`src/rtl/muldiv_ctrl.sv`:
```
// RV32 M-extension multiply/divide controller: single-cycle multiply,
// 32-cycle restoring divide with sign fix-up, and early exit for divide-by-zero/overflow.
module muldiv_ctrl #(
  parameter int XLEN = 32
) (
  input  logic            clk,
  input  logic            rst,
  input  logic            Start,
  input  logic            Flush,
  input  logic [2:0]      Funct3,
  input  logic [XLEN-1:0] Op_A,
  input  logic [XLEN-1:0] Op_B,
  output logic            Busy,
  output logic            Done,
  output logic [XLEN-1:0] Result
);

  typedef enum logic [2:0] {S_IDLE, S_MUL, S_DIV, S_FIX, S_DONE} state_t;

  localparam logic [5:0] CNT_LAST = 6'(XLEN - 1);

  state_t          state_q, state_d;
  logic [2:0]      funct3_q, funct3_d;
  logic [XLEN-1:0] a_q, a_d, b_q, b_d;
  logic [XLEN-1:0] quo_q, quo_d, rem_q, rem_d, dvs_q, dvs_d;
  logic [5:0]      cnt_q, cnt_d;
  logic            busy_q, busy_d, done_q, done_d;
  logic [XLEN-1:0] result_q, result_d;

  function automatic logic [XLEN-1:0] neg_if(input logic [XLEN-1:0] x, input logic n);
    return n ? (~x + 1'b1) : x;
  endfunction

  function automatic logic [XLEN-1:0] mag(input logic [XLEN-1:0] x, input logic sgn);
    return neg_if(x, sgn & x[XLEN-1]);
  endfunction

  // Multiplier: operands sign- or zero-extended to 2*XLEN so one signed product covers all variants
  logic                   mul_a_sgn, mul_b_sgn;
  logic signed [2*XLEN-1:0] mul_a, mul_b, prod;

  always_comb begin
    mul_a_sgn = (funct3_q[1:0] != 2'b11);
    mul_b_sgn = (funct3_q[1:0] == 2'b01);
    mul_a     = {{XLEN{mul_a_sgn & a_q[XLEN-1]}}, a_q};
    mul_b     = {{XLEN{mul_b_sgn & b_q[XLEN-1]}}, b_q};
    prod      = mul_a * mul_b;
  end

  // Restoring divide step: shift next dividend bit into the partial remainder and trial-subtract
  logic [XLEN:0] shifted, diff;
  logic          div_signed, q_neg, r_neg;

  always_comb begin
    shifted    = {rem_q, quo_q[XLEN-1]};
    diff       = shifted - {1'b0, dvs_q};
    div_signed = ~funct3_q[0];
    q_neg      = div_signed & (a_q[XLEN-1] ^ b_q[XLEN-1]);
    r_neg      = div_signed & a_q[XLEN-1];
  end

  // Early-exit cases are decided from the live inputs in the Start cycle
  logic            in_signed, in_div0, in_ovf;
  logic [XLEN-1:0] special_res;

  always_comb begin
    in_signed = ~Funct3[0];
    in_div0   = (Op_B == '0);
    in_ovf    = in_signed && (Op_A == {1'b1, {(XLEN-1){1'b0}}}) && (Op_B == '1);
    if (in_div0)
      special_res = Funct3[1] ? Op_A : '1;
    else
      special_res = Funct3[1] ? '0 : Op_A;
  end

  always_comb begin
    state_d  = state_q;
    funct3_d = funct3_q;
    a_d      = a_q;
    b_d      = b_q;
    quo_d    = quo_q;
    rem_d    = rem_q;
    dvs_d    = dvs_q;
    cnt_d    = cnt_q;
    busy_d   = busy_q;
    done_d   = 1'b0;
    result_d = result_q;

    case (state_q)
      S_IDLE: begin
        if (Start) begin
          funct3_d = Funct3;
          a_d      = Op_A;
          b_d      = Op_B;
          busy_d   = 1'b1;
          if (!Funct3[2]) begin
            state_d = S_MUL;
          end else if (in_div0 || in_ovf) begin
            state_d  = S_DONE;
            done_d   = 1'b1;
            result_d = special_res;
          end else begin
            state_d = S_DIV;
            quo_d   = mag(Op_A, in_signed);
            dvs_d   = mag(Op_B, in_signed);
            rem_d   = '0;
            cnt_d   = '0;
          end
        end
      end
      S_MUL: begin
        state_d  = S_DONE;
        done_d   = 1'b1;
        result_d = (funct3_q[1:0] == 2'b00) ? prod[XLEN-1:0] : prod[2*XLEN-1:XLEN];
      end
      S_DIV: begin
        rem_d = diff[XLEN] ? shifted[XLEN-1:0] : diff[XLEN-1:0];
        quo_d = {quo_q[XLEN-2:0], ~diff[XLEN]};
        cnt_d = cnt_q + 6'd1;
        if (cnt_q == CNT_LAST) state_d = S_FIX;
      end
      S_FIX: begin
        state_d  = S_DONE;
        done_d   = 1'b1;
        result_d = funct3_q[1] ? neg_if(rem_q, r_neg) : neg_if(quo_q, q_neg);
      end
      S_DONE: begin
        state_d = S_IDLE;
        busy_d  = 1'b0;
      end
      default: begin
        state_d = S_IDLE;
        busy_d  = 1'b0;
      end
    endcase

    // Flush wins over everything, including a Start in the same cycle
    if (Flush) begin
      state_d  = S_IDLE;
      busy_d   = 1'b0;
      done_d   = 1'b0;
      result_d = result_q;
    end
  end

  always_ff @(posedge clk or posedge rst) begin
    if (rst) begin
      state_q  <= S_IDLE;
      funct3_q <= '0;
      a_q      <= '0;
      b_q      <= '0;
      quo_q    <= '0;
      rem_q    <= '0;
      dvs_q    <= '0;
      cnt_q    <= '0;
      busy_q   <= 1'b0;
      done_q   <= 1'b0;
      result_q <= '0;
    end else begin
      state_q  <= state_d;
      funct3_q <= funct3_d;
      a_q      <= a_d;
      b_q      <= b_d;
      quo_q    <= quo_d;
      rem_q    <= rem_d;
      dvs_q    <= dvs_d;
      cnt_q    <= cnt_d;
      busy_q   <= busy_d;
      done_q   <= done_d;
      result_q <= result_d;
    end
  end

  assign Busy   = busy_q;
  assign Done   = done_q;
  assign Result = result_q;

endmodule

```
`config.mk`:
```
export PLATFORM = sky130hd
export DESIGN_NAME = muldiv_ctrl
export DESIGN_NICKNAME = d
export VERILOG_FILES = /design/src/rtl/muldiv_ctrl.sv
export SDC_FILE = /design/constraint.sdc
export NUM_CORES = 2
export LEC_CHECK = 0
export ABC_AREA = 1
export BUFFER_PORTS_ARGS = -buffer_cell sky130_fd_sc_hd__buf_2
export CAP_MARGIN = 30
export CORE_ASPECT_RATIO = 1.1
export CORE_MARGIN = 5
export CORE_UTILIZATION = 60
export CTS_BUF_LIST = sky130_fd_sc_hd__clkbuf_8 sky130_fd_sc_hd__clkbuf_16
export DETAILED_ROUTE_END_ITERATION = 7
export PLACE_DENSITY_LB_ADDON = 0.15
export SYNTH_ARGS = -nofsm -noshare
export SYNTH_HDL_FRONTEND = slang
export SYNTH_SLANG_ARGS = --single-unit
```
`constraint.sdc`:
```
create_clock -name clk -period 6.71 [get_ports clk]
set_input_delay 0.3355 -clock clk [delete_from_list [all_inputs] [get_ports clk]]
set_output_delay 0.3355 -clock clk [all_outputs]
set_load 0.005 [all_outputs]
```
Word-level counts from Yosys, hierarchy flattened. Index checks and enable logic that the tools add are counted. W data, S select, Z words.

Add/sub/neg operators: 6. $mul: 1. Equal/unequal tests: 15. Multiplexer cells: 40. Bitwise logic cells: 16. Reductions and logical operators: 16.

Operators by type and width (count): $mux W32 (19); $add A32 B1 Y32 const B (4); $not A32 Y32 (4); $pmux W32 S2 (2); $pmux W32 S3 (1); $eq A32 B32 Y1 const B (2); $mul A33 B33 Y64 (1); $sub A33 B32 Y33 (1); $logic_not A32 Y1 (1); $mux W6 (3); $mux W3 (5); $pmux W6 S2 (1); $ne A2 B2 Y1 const B (5); $pmux W3 S3 (1); $reduce_and A4 Y1 (2); $add A6 B1 Y6 const B (1); $and A1 B1 Y1 (6); $eq A3 B2 Y1 const B (2); $eq A6 B5 Y1 const B (1); $mux W1 (6); $ne A3 B3 Y1 const B (2); $reduce_and A2 Y1 (3); $not A1 Y1 (5); $reduce_and A5 Y1 (1); 13 further kinds (15).

Register bits after elaboration: 205. Output and inout port bits: 34. Logic and storage cells: 105.

Logic depth before layout (Yosys ltp).
Depth in word-level cells: 9. Depth in mapped cells: 35. Mapped depth without buffers: 35.

Least setup slack after synthesis. No wires, ideal clock.

Path kind: register -> register. From: register funct3_q[1]. To: register result_q[31] (netlist: Result[31]). Library setup time: 77 ps. Data arrival time: 7352 ps. Required time: 6633 ps. Setup slack: -719 ps. Stages on the path, launching flop included: 27. Path buffers: 2. Period minus slack after synthesis: 7429 ps. Path through: dfrtp_1 clkbuf_1 buf_1 a21oi_1 fa_1 inv_1 fa_1 inv_1 fa_1 inv_1 fa_1 fa_1 fa_1 fa_1 fa_1 inv_1 ha_1 a21oi_1 a21boi_0 nand2_1 a21oi_1 nand2_1 a21oi_1 nand3_1 nand3_1 nand2_1 a21oi_1.

Cells in the longest elaborated chain, start to end: 5. Elaborated cells between the ends (all ways): 9. Classes of those cells: mul: 1; eq/ne: 2; mux: 3; bitwise: 2; reduce/logical: 1.

Ends and longest elaborated chain: start, declared (RTL line 23) `logic [2:0] funct3_q, funct3_d;`; start signal, assigned (RTL line 161) `funct3_q <= funct3_d;`; $ne A2 B2 Y1 / $eq A2 B1 Y1 (equally long branches) (RTL line 43, 44); $and A1 B1 Y1 (on tied branches) (RTL line 45, 46); $mul A33 B33 Y64 (RTL line 47) `prod = mul_a * mul_b;`; $mux W32 (RTL line 114) `result_d = (funct3_q[1:0] == 2'b00) ? prod[XLEN-1:0] : prod[2*XLEN-1:XLEN];`; $pmux W32 S3 * (RTL line 89) `case (state_q)`; end signal, assigned (RTL line 170) `result_q <= result_d;`; end, declared (RTL line 28) `logic [XLEN-1:0] result_q, result_d;`.

Mark *: on every way between the ends. The rest lies on a longest branch, timed or not. A chain may end at the register's enable or synchronous reset.

Worst setup path after layout.
From: register a_q[31]. To: register result_q[22] (netlist: Result[22]).

Cells in the longest elaborated chain, start to end: 5. Elaborated cells between the ends (all ways): 10. Classes of those cells: mul: 1; mux: 5; bitwise: 4.

Ends and longest elaborated chain: start, declared (RTL line 24) `logic [XLEN-1:0] a_q, a_d, b_q, b_d;`; start signal, assigned (RTL line 150) `a_q <= '0;`; start signal, assigned (RTL line 162) `a_q <= a_d;`; branches (longest 4 deep; another with $mul A33 B33 Y64); $pmux W32 S3 * (RTL line 89).

Every way passes the cells marked *.

==> out/results.md <==
| Quantity | This run |
|---|---|
| Post-synth EDFFs | 0 |
| Async SR Flop Fraction | 1.00 |
| Maximum number of pins on one net before global-route repair | 108 |
| Max H-tree Level | 1 |
| Top_reg_cell synth | sky130_fd_sc_hd__dfrtp_1 |
| Horizontal die dimension | 299 microns |
| Post-synthesis instance area | 55200 sq um |
| Area of the die | 98100 sq um |
| Crit-path most repeated cell | sky130_fd_sc_hd__fa_2 |
| Worst slack at placement | -0.997 ns |
| Gate count after technology mapping | 7390 |
| Actual slew at the worst max-slew pin | 1.05 ns |
| Run status | finished with violations |
| Peak per-stage delay on the critical path | 0.63 ns |
| Average vias per placed instance | 5.59 |
| Worst Slack Setup Final | -0.536 ns |
| DRC violations left | 0 |
| Required time at the worst-slack endpoint | 7.25 ns |
| Vertical die dimension | 328 microns |
| CP endpoint kind | flop |
| Area leader, netlist | sky130_fd_sc_hd__fa_1 |
| Slew margin rel. | 0.303 |
| Number of global-route vias before repair | 52999 |
| Post-synthesis sequential area ratio | 0.0930 |
| Number of DRC violations after detailed-routing iteration 0 | 4202 |
| Number of antenna violations at the first check in global routing | 8 |
| Violations in the final reports | negative setup slack |
| First-pass GRT wire length | 295 mm |
| Max Freq | 0.138 GHz |
| Count of buffers from port buffering | 104 |
| Share of the clock period used by the worst path | 1.08 |
| Insertion delay of the later-clocked pin in the worst-skew pair | 0.62 ns |
| Detail Placement HPWL | 159 mm |
| Top-area cell type share of the netlist area | 0.409 |
| Dominant cell by count in the synthesized netlist | sky130_fd_sc_hd__nand2_1 |
| Min-Delay Path Class | in2reg |
| Placed cell areas | 61800 sq um |
| Detailed-router iteration count before antenna repair | 6 |
| Number of sinks on the clock net | 205 |
| Std-Cell Core Area | 91100 sq um |
| Number of buffers on the longest clock path | 3 |
| Leading cell types by count after synthesis | 1920 x sky130_fd_sc_hd__nand2_1, 1885 x sky130_fd_sc_hd__inv_1, 1126 x sky130_fd_sc_hd__fa_1 |
| Setup crit start kind | flop |
| Syn nets | 8838 |
| Yosys reg bits | 205 |
| Num rows | 116 |
| Ys Warns | 0 |
| Clock tree from TritonCTS | done |
| Core Util, Final | 0.722 |
| Area growth from synthesis to final layout | 19.4% |
| Count of antenna-violating nets left after detailed routing | 0 |
| Final design instance area without fill | 65900 sq um |
| Dominant cells by area after synthesis | sky130_fd_sc_hd__fa_1 41%, sky130_fd_sc_hd__nand2_1 13%, sky130_fd_sc_hd__inv_1 13% |
| WP data arrival | 7.79 ns |
| Via count of the routed design | 50675 |
| Crit path max fanout | 5 |
| Unique cell type count in the Yosys netlist | 54 |
| Unrepaired setup endpoints after global routing | true |
| IO Count | 105 |
| Max-slew violation total from the final report | 0 |
| Final period demand of the worst path | 7.25 ns |
| Routability congestion estimate | 1.02 |
| Setup violation total in the final timing report | 32 |
| Clock-pin slew of the registers on the worst-case setup and hold paths | 0.07 ns |
| Critical Path Slowest Stage Cell | sky130_fd_sc_hd__fa_2 |
| Hold Vio Cnt, Final | 0 |
| Mean cell area of the mapped netlist | 7.47 sq um |
| Detailed-route wire length per cell | 21.2 microns |
| Tot GR Track Use | 0.390 |
| GRT overflow | 0 |
| Initial cell density of the core | 0.605 |
| Final setup skew | 0.0427 ns |
| Max-capacitance violation count | 0 |
| Proportion of layout cells with a drive suffix above 1 | 0.179 |
| Number of buffers created by CTS | 26 |
| Crit path kind | reg2reg |
| Master cell of the clock root buffer | sky130_fd_sc_hd__clkbuf_16 |
| Total wirelength of the detailed-routed design | 192 mm |
| Final Net Count | 9304 |
-- per-stage QoR --
step / setup TNS (ns) / hold slack, ns / std cells
global placement: -20.32 / 0.470 / 8928
global route: -20.33 / 0.0781 / 9056
detailed placement: -21.73 / 0.475 / 8929
finish: -12.61 / 0.0848 / 9059
CTS: -10.26 / 0.0502 / 9013
floorplan: -2.27 / 0.406 / 7390
-- sequential cells by signal (all words and copies together), names as in the netlist --
signal and count:
Busy 1, Done 1, Result 32, a_q 32, b_q 32, cnt_q 6
dvs_q 32, funct3_q 2, quo_q 32, rem_q 32, state_q 3
-- path summary, 6_finish.rpt --
kind / from / endpoint / slack, ns / depth (start not counted)
worst max-delay path: a_q[31]$_DFFE_PP0P_ / Result[22]$_DFFE_PP0P_ / -0.54 / 30
worst min-delay path: Op_A[20] / a_q[20]$_DFFE_PP0P_ / 0.08 / 2
min in group asynchronous: rst / dvs_q[26]$_DFFE_PP0P_ / 0.39 / 3
max in group asynchronous: rst / a_q[21]$_DFFE_PP0P_ / 4.70 / 4
worst max register to register: a_q[31]$_DFFE_PP0P_ / Result[22]$_DFFE_PP0P_ / -0.54 / 30
worst min register to register: dvs_q[28]$_DFFE_PP0P_ / dvs_q[28]$_DFFE_PP0P_ / 0.50 / 2
-- worst max-delay path: cells and delay by family (launching register included) --
family	cells	cell delay, ns
adder cells (fa/ha/maj)	9	4.55
AO/OA/AOI/OAI	2	0.28
AND/OR/NAND/NOR	10	1.06
buffers and inverters	9	0.86
flip-flops	1	0.46
-- cell families (layout without fill, tap and decap cells) --
kind of cell | after synthesis | after routing | share of synthesized area
simple gates | 2788 | 2788 | 0.202
buf+inv | 2247 | 2732 | 0.154
fa+ha+maj | 1402 | 1402 | 0.470
compound gates | 641 | 641 | 0.0636
flops | 205 | 205 | 0.0930
xor+xnor | 100 | 100 | 0.0159
mux | 7 | 7 | 0.00143
other cells | 0 | 4 | 0
-- per-layer routing --
layer  part of all wire  GRT usage  vias up  wire length, microns
met5            0.00025          0        -                    48
met4              0.077      0.224        8                 14800
met3              0.094     0.0802      743                 18200
met2               0.48      0.659     2378                 91700
met1               0.35      0.467    25047                 67700
li1                   -          -    22499                     -
-- cell type report --
cell class | instances | area, sq um
fill | 7297 | 25300
inverter | 1892 | 7140
antenna | 4 | 10.0
timing repair buffer | 793 | 7160
clock buffer | 28 | 678
sequential | 205 | 5140
tap | 1180 | 1480
clock inverter | 19 | 168
multi-input combinational | 4938 | 44100
-- layout by cell type, fill, tap and decap left out, drive strengths merged, types with 6 or more instances in the layout --
cell type,count
o221ai,24
o21ai,301
nand4,48
a21boi,7
nand2,1921
a21oi,230
xnor2,23
clkinv,11
nor3,48
clkinvlp,6
o31ai,8
inv,1893
o22ai,13
nand3,273
dfrtp,205
nor2,464
buf,785
clkbuf,34
xor2,77
maj3,25
nor4,13
fa,1126
o211ai,18
o21bai,17
mux2,7
or2,11
ha,251
-- repair_timing --
item / CTS / global route
resized for setup: 440 / 245
pin swaps: 117 / 115
buffers inserted: 36 / 37
gates cloned: 0 / 6
endpoints found under the setup margin: 32 / 32
endpoints found under the hold margin: 108 / 0
hold buffers: 2 / 0
Power is left out: the tool's default activity adds up to more than one toggle a clock period on the data nets, which glitch-free logic cannot reach.
